**src/rtl/rst_seq_pkg.sv**
```systemverilog
// Shared types and helpers for the staggered reset / clock-enable sequencer.
package rst_seq_pkg;

  typedef enum logic [2:0] {
    SYNC  = 3'd0,
    HOLD  = 3'd1,
    REL   = 3'd2,
    GAP   = 3'd3,
    DONE  = 3'd4,
    SWRST = 3'd5
  } rst_seq_state_e;

  // Index width for n domains; never narrower than one bit.
  function automatic int idx_width(input int n);
    return (n > 2) ? $clog2(n) : 1;
  endfunction

endpackage

```
**src/rtl/rst_sync.sv**
```systemverilog
// Reset-release synchronizer: clears asynchronously, reports release only after
// SYNC_STAGES clean clock edges.
module rst_sync #(
  parameter int SYNC_STAGES = 2
) (
  input  logic i_clk,
  input  logic i_rst,
  output logic o_released
);

  logic [SYNC_STAGES-1:0] r_sync;

  // Shift chain filling with ones once reset is gone.
  always_ff @(posedge i_clk or posedge i_rst) begin
    if (i_rst) begin
      r_sync <= {SYNC_STAGES{1'b0}};
    end else begin
      r_sync <= {r_sync[SYNC_STAGES-2:0], 1'b1};
    end
  end

  assign o_released = r_sync[SYNC_STAGES-1];

endmodule

```
**src/rtl/rst_seq_ctrl.sv**
```systemverilog
// Staggered domain reset release after power-on, then one-at-a-time software
// domain resets over a level-request / pulse-ack handshake.
module rst_seq_ctrl
  import rst_seq_pkg::*;
#(
  parameter int NUM_DOM     = 4,
  parameter int SYNC_STAGES = 2,
  parameter int HOLD_CYCLES = 16,
  parameter int GAP_CYCLES  = 4,
  parameter int CNT_W       = 8
) (
  input  logic               clk,
  input  logic               rst,
  input  logic [NUM_DOM-1:0] sw_rst_req,
  output logic [NUM_DOM-1:0] sw_rst_ack,
  output logic [NUM_DOM-1:0] dom_rst,
  output logic [NUM_DOM-1:0] dom_clk_en,
  output logic               seq_done,
  output logic               busy
);

  localparam int               IDX_W     = idx_width(NUM_DOM);
  localparam logic [CNT_W-1:0] HOLD_LAST = CNT_W'(HOLD_CYCLES - 1);
  localparam logic [CNT_W-1:0] GAP_LAST  = CNT_W'(GAP_CYCLES - 1);
  localparam logic [IDX_W-1:0] LAST_IDX  = IDX_W'(NUM_DOM - 1);

  if (NUM_DOM < 1 || NUM_DOM > 16) begin : g_bad_num_dom
    $error("rst_seq_ctrl: NUM_DOM must be within 1..16");
  end
  if (SYNC_STAGES < 2) begin : g_bad_sync
    $error("rst_seq_ctrl: SYNC_STAGES must be >= 2");
  end
  if (HOLD_CYCLES < 1 || HOLD_CYCLES > (2 ** CNT_W) - 1) begin : g_bad_hold
    $error("rst_seq_ctrl: HOLD_CYCLES must be >= 1 and fit in CNT_W");
  end
  if (GAP_CYCLES < 0 || GAP_CYCLES > (2 ** CNT_W) - 1) begin : g_bad_gap
    $error("rst_seq_ctrl: GAP_CYCLES must fit in CNT_W");
  end

  rst_seq_state_e     r_state, w_state_nxt;
  logic [CNT_W-1:0]   r_cnt, w_cnt_nxt;
  logic [IDX_W-1:0]   r_idx, w_idx_nxt;
  logic [IDX_W-1:0]   r_sw_idx, w_sw_idx_nxt;
  logic [IDX_W-1:0]   w_grant_idx;
  logic [NUM_DOM-1:0] r_dom_rst, w_dom_rst_nxt;
  logic [NUM_DOM-1:0] r_clk_en, w_clk_en_nxt;
  logic [NUM_DOM-1:0] r_ack, w_ack_nxt;
  logic               r_seq_done, w_seq_done_nxt;
  logic               r_busy, w_busy_nxt;
  logic               w_released;
  logic               w_grant_any;
  logic               w_hold_last;
  logic               w_gap_last;
  logic               w_rel_fire;
  logic               w_rel_last;

  rst_sync #(
    .SYNC_STAGES(SYNC_STAGES)
  ) u_rst_sync (
    .i_clk     (clk),
    .i_rst     (rst),
    .o_released(w_released)
  );

  assign w_hold_last = (r_cnt == HOLD_LAST);
  assign w_gap_last  = (r_cnt == GAP_LAST);
  // HOLD releases domain 0 on its terminal edge; REL releases on every edge.
  assign w_rel_fire  = (r_state == REL) || ((r_state == HOLD) && w_hold_last);
  assign w_rel_last  = (r_idx == LAST_IDX);
  assign w_grant_any = |sw_rst_req;

  // Fixed-priority pick of the lowest pending request.
  always_comb begin
    w_grant_idx = {IDX_W{1'b0}};
    for (int i = NUM_DOM - 1; i >= 0; i--) begin
      if (sw_rst_req[i]) begin
        w_grant_idx = IDX_W'(i);
      end else begin
        w_grant_idx = w_grant_idx;
      end
    end
  end

  // State, shared counter and domain indices.
  always_ff @(posedge clk or posedge rst) begin
    if (rst) begin
      r_state  <= SYNC;
      r_cnt    <= {CNT_W{1'b0}};
      r_idx    <= {IDX_W{1'b0}};
      r_sw_idx <= {IDX_W{1'b0}};
    end else begin
      r_state  <= w_state_nxt;
      r_cnt    <= w_cnt_nxt;
      r_idx    <= w_idx_nxt;
      r_sw_idx <= w_sw_idx_nxt;
    end
  end

  // Next-state logic; the counter restarts at zero on every state entry.
  always_comb begin
    w_state_nxt  = r_state;
    w_cnt_nxt    = r_cnt + CNT_W'(1);
    w_idx_nxt    = r_idx;
    w_sw_idx_nxt = r_sw_idx;
    case (r_state)
      SYNC: begin
        w_cnt_nxt = {CNT_W{1'b0}};
        if (w_released) begin
          w_state_nxt = HOLD;
        end else begin
          w_state_nxt = SYNC;
        end
      end
      HOLD, REL: begin
        if (w_rel_fire) begin
          w_cnt_nxt = {CNT_W{1'b0}};
          if (w_rel_last) begin
            w_state_nxt = DONE;
          end else begin
            w_idx_nxt   = r_idx + IDX_W'(1);
            w_state_nxt = (GAP_CYCLES == 0) ? REL : GAP;
          end
        end else begin
          w_state_nxt = r_state;
        end
      end
      GAP: begin
        if (w_gap_last) begin
          w_cnt_nxt   = {CNT_W{1'b0}};
          w_state_nxt = REL;
        end else begin
          w_state_nxt = GAP;
        end
      end
      DONE: begin
        w_cnt_nxt = {CNT_W{1'b0}};
        if (w_grant_any) begin
          w_state_nxt  = SWRST;
          w_sw_idx_nxt = w_grant_idx;
        end else begin
          w_state_nxt = DONE;
        end
      end
      SWRST: begin
        if (w_hold_last) begin
          w_cnt_nxt   = {CNT_W{1'b0}};
          w_state_nxt = DONE;
        end else begin
          w_state_nxt = SWRST;
        end
      end
      default: begin
        w_state_nxt = SYNC;
        w_cnt_nxt   = {CNT_W{1'b0}};
        w_idx_nxt   = {IDX_W{1'b0}};
      end
    endcase
  end

  // Next values of the registered outputs.
  always_comb begin
    w_dom_rst_nxt  = r_dom_rst;
    w_clk_en_nxt   = r_clk_en;
    w_ack_nxt      = {NUM_DOM{1'b0}};
    w_seq_done_nxt = r_seq_done;
    w_busy_nxt     = r_busy;
    case (r_state)
      SYNC: begin
        if (w_released) begin
          w_clk_en_nxt = {NUM_DOM{1'b1}};
        end else begin
          w_clk_en_nxt = r_clk_en;
        end
      end
      HOLD, REL: begin
        if (w_rel_fire) begin
          w_dom_rst_nxt[r_idx] = 1'b0;
          if (w_rel_last) begin
            w_seq_done_nxt = 1'b1;
            w_busy_nxt     = 1'b0;
          end else begin
            w_busy_nxt = 1'b1;
          end
        end else begin
          w_busy_nxt = r_busy;
        end
      end
      DONE: begin
        if (w_grant_any) begin
          w_dom_rst_nxt[w_grant_idx] = 1'b1;
          w_busy_nxt                 = 1'b1;
        end else begin
          w_busy_nxt = 1'b0;
        end
      end
      SWRST: begin
        if (w_hold_last) begin
          w_dom_rst_nxt[r_sw_idx] = 1'b0;
          w_ack_nxt[r_sw_idx]     = 1'b1;
          w_busy_nxt              = 1'b0;
        end else begin
          w_busy_nxt = 1'b1;
        end
      end
      default: begin
        w_busy_nxt = r_busy;
      end
    endcase
  end

  // Output registers.
  always_ff @(posedge clk or posedge rst) begin
    if (rst) begin
      r_dom_rst  <= {NUM_DOM{1'b1}};
      r_clk_en   <= {NUM_DOM{1'b0}};
      r_ack      <= {NUM_DOM{1'b0}};
      r_seq_done <= 1'b0;
      r_busy     <= 1'b1;
    end else begin
      r_dom_rst  <= w_dom_rst_nxt;
      r_clk_en   <= w_clk_en_nxt;
      r_ack      <= w_ack_nxt;
      r_seq_done <= w_seq_done_nxt;
      r_busy     <= w_busy_nxt;
    end
  end

  assign dom_rst    = r_dom_rst;
  assign dom_clk_en = r_clk_en;
  assign sw_rst_ack = r_ack;
  assign seq_done   = r_seq_done;
  assign busy       = r_busy;

endmodule

```
**config.mk**
```make
export PLATFORM = sky130hd
export DESIGN_NAME = rst_seq_ctrl
export DESIGN_NICKNAME = d
export VERILOG_FILES = /design/src/rtl/rst_seq_pkg.sv /design/src/rtl/rst_sync.sv /design/src/rtl/rst_seq_ctrl.sv
export SDC_FILE = /design/constraint.sdc
export NUM_CORES = 1
export LEC_CHECK = 0
export CORE_UTILIZATION = 25
export CTS_BUF_LIST = sky130_fd_sc_hd__clkbuf_2
export DETAILED_ROUTE_END_ITERATION = 16
export GPL_ROUTABILITY_DRIVEN = 0
export GPL_TIMING_DRIVEN = 0
export PLACE_DENSITY = 0.51
export SLEW_MARGIN = 20
export SYNTH_ARGS = -nofsm -noshare
export SYNTH_HDL_FRONTEND = slang
export SYNTH_HIERARCHICAL = 1
export SYNTH_SLANG_ARGS = --single-unit
```
**constraint.sdc**
```tcl
create_clock -name clk -period 2.29 [get_ports clk]
set_clock_uncertainty 0.2 [all_clocks]
set_input_delay 0.3435 -clock clk [delete_from_list [all_inputs] [get_ports clk]]
set_output_delay 0.3435 -clock clk [all_outputs]
set_load 0.05 [all_outputs]
```
==> metrics <==
status=completed; total global routing overflow=0; final setup TNS=0 ns; dpl ws=0.3338 ns; MaxCap Viol Count=0; Synth async-reset ratio=100.0%; relative slew slack=62.84%; Worst Hold Class=flop to flop; Top FF cell, synth=dfrtp_1; DIE WIDTH=80.49 um; WP data required=1.75 ns; Placed Area=0.001824 mm2; Worst path max stage delay=0.80 ns; Critical-path top delay cell=clkdlybuf4s50_1; post-synth top area share=37.37%; commonest non-fill, non-tap cell in the layout=dfrtp_1; Fmax achieved=472.7 MHz; Peak VDD IR=0.4195 mV; routed len/inst=12.27 um; design area=0.001868 mm2; H-tree levels=1; core outline area=0.005921 mm2; total number of vias=1,182; pwr dens=952.9 mW/mm2; Post-Route WL=3128 um; Pint=1.068 mW; RSZ-0062 raised after global routing=no; library cells used by synthesis=53; largest net degree at the start of global routing=27; DR DRC count=0; post-route minimum period=2.115 ns; P_leak=0.8470 nW; starting density of the core=26.01%; chip height=80.49 um; Crit Path Category=flop to output pin; vias in the first global route=1,125; Avg Vias per Cell=4.635; CTS root buf=clkbuf_2; net switching power=712.2 uW; CP delay by family, top=buffers and inverters; Ports=20; Total Power=1.780 mW; leading area contributor after synthesis=dfrtp_1; CTS tree=built; Final period util=92.38%; Inst Count DP=250; CP Capture Type=output pin; FF/Latch Area=706.9 um2; Worst-Skew Late Latency=0.37 ns; Pre-antenna DRT Iters=4; Post-layout nets=192; Buf+Inv Stages, Crit Path=1; first-pass GRT wire length=5416 um; Final setup viols=0; Filler cells=638; P&R area growth vs syn=21.28%; CTS max path bufs=2; CP cell instances=clkdlybuf4s50_1; Clock Sinks=28; Synthesized Nets=167; area of the multi-input gates=742.0 um2; All-Layer GR Usage=10.79%; register share of total power=42.3%; Finished Layout Cells=255; synth warn=6; largest fanout on the critical path=2; Worst EP arrival=1.57 ns; die area=0.006479 mm2; synthesized cell area=0.001540 mm2; Clock Power Share=16.7%; starting DRC count in detailed routing=49; register bit total from synthesis=28; Slew @ Worst Pin=0.5566 ns; mean area per synthesized cell=9.873 um2; Site Rows=28; port bufs=19; antenna diode count=0; Worst-path clk slew=0.27 ns; Switching Share=40.01%; initial antenna violation count=0; Final Max Slew Viols=0; layout cell share with drive strength beyond 1=16.11%; part of the Yosys area used for sequential elements=45.90%; Final WS setup=0.1746 ns; Combinational Power Share=40.9%; Synth area leaders=dfrtp_1 (37%), dfstp_2 (8.5%), nor2_1 (4.4%); number of synthesized flops with an enable pin=0; Final Hold Fails=0; Worst setup SP type=flop; Post-Syn Instances=156; Final Core Density=31.55%; cts bufs inserted=3; worst hold margin=0.1900 ns; most frequent cells in the layout=dfrtp_1 (23), nor2_1 (18), nand2_1 (11); Final ANT Viol Nets=0; DP HPWL=2306 um; # Post-CTS Setup Buffers=0
-- layout make-up --
type                       count  share of cell area, %
buffer                        10                  3.483
clock buffer                   3                 0.8038
clock inverter                 1                  1.608
inverter                       7                  1.407
multi-input combinational    111                  39.72
sequential                    28                  37.84
tap                           75                  5.023
timing repair buffer          20                  10.11
-- layer usage --
metal | routed length [um] | up-vias | track usage, % | part of all wire (%)
li1 | - | 588 | - | -
met1 | 1554 | 572 | 14.03 | 50
met2 | 1435 | 20 | 18.47 | 46
met3 | 123 | 2 | 2.727 | 3.9
met4 | 14 | 0 | 1.071 | 0.45
met5 | 0 | - | 0 | 0
-- state kept, by name, indices dropped and copies added, names as in the netlist --
register	flops
r_cnt	8
dom_rst	4
sw_rst_ack	4
r_state	3
r_idx	2
r_sw_idx	2
u_rst_sync/r_sync	2
busy	1
dom_clk_en	1
seq_done	1
-- power by group through the flow --
stage,logic [mW],registers (mW),clock network (mW)
after floorplan,0.433,0.883,0
after global placement,0.762,0.765,0
after detailed placement,0.762,0.768,0
after CTS,0.740,0.756,0.318
after global routing,0.810,0.777,0.329
final,0.729,0.754,0.298
-- cells in the mapped netlist (2+ instances only) --
master    count
a21oi_1       9
buf_2         3
buf_4         4
dfrtp_1      23
dfstp_2       5
ha_1          5
inv_1         7
nand2_1      11
nand2b_1      2
nand3_1       5
nand3b_1      2
nor2_1       18
nor2b_1       5
nor3_1        2
nor3b_1       3
o211ai_1      2
o21ai_0       7
o22a_1        3
or3b_1        2
xnor2_1       2
xor2_1        4
-- final timing paths --
| check | startpoint | end | slack [ns] | depth (start not counted) |
|---|---|---|---|---|
| worst max-delay path | seq_done$_DFFE_PP0P_ | seq_done | 0.17 | 1 |
| worst min-delay path | u_rst_sync/r_sync[0]$_DFF_PP0_ | u_rst_sync/r_sync[1]$_DFF_PP0_ | 0.19 | 0 |
| worst max register to register | r_cnt[0]$_DFF_PP0_ | r_idx[1]$_DFFE_PP0P_ | 0.28 | 6 |
| worst min register to register | u_rst_sync/r_sync[0]$_DFF_PP0_ | u_rst_sync/r_sync[1]$_DFF_PP0_ | 0.19 | 0 |
| max in group asynchronous | rst | dom_rst[0]$_DFFE_PP1P_ | 0.82 | 3 |
| min in group asynchronous | rst | u_rst_sync/r_sync[1]$_DFF_PP0_ | 0.46 | 3 |
-- logic make-up after synthesis --
logic type / after synthesis / synth area share, %
other cells: 1 / 0.2435
simple gates: 62 / 23.15
mux: 2 / 1.624
compound gates: 35 / 15.68
fa+ha+maj: 5 / 4.062
flops: 28 / 45.90
xor+xnor: 6 / 3.412
buf+inv: 17 / 5.930
-- what timing repair did --
action	CTS	global route
endpoints found under the setup margin	9	0
resized for setup	9	0
hold buffers	1	0
hold endpoints to repair	2	0
(Power assumes the default switching activity.)
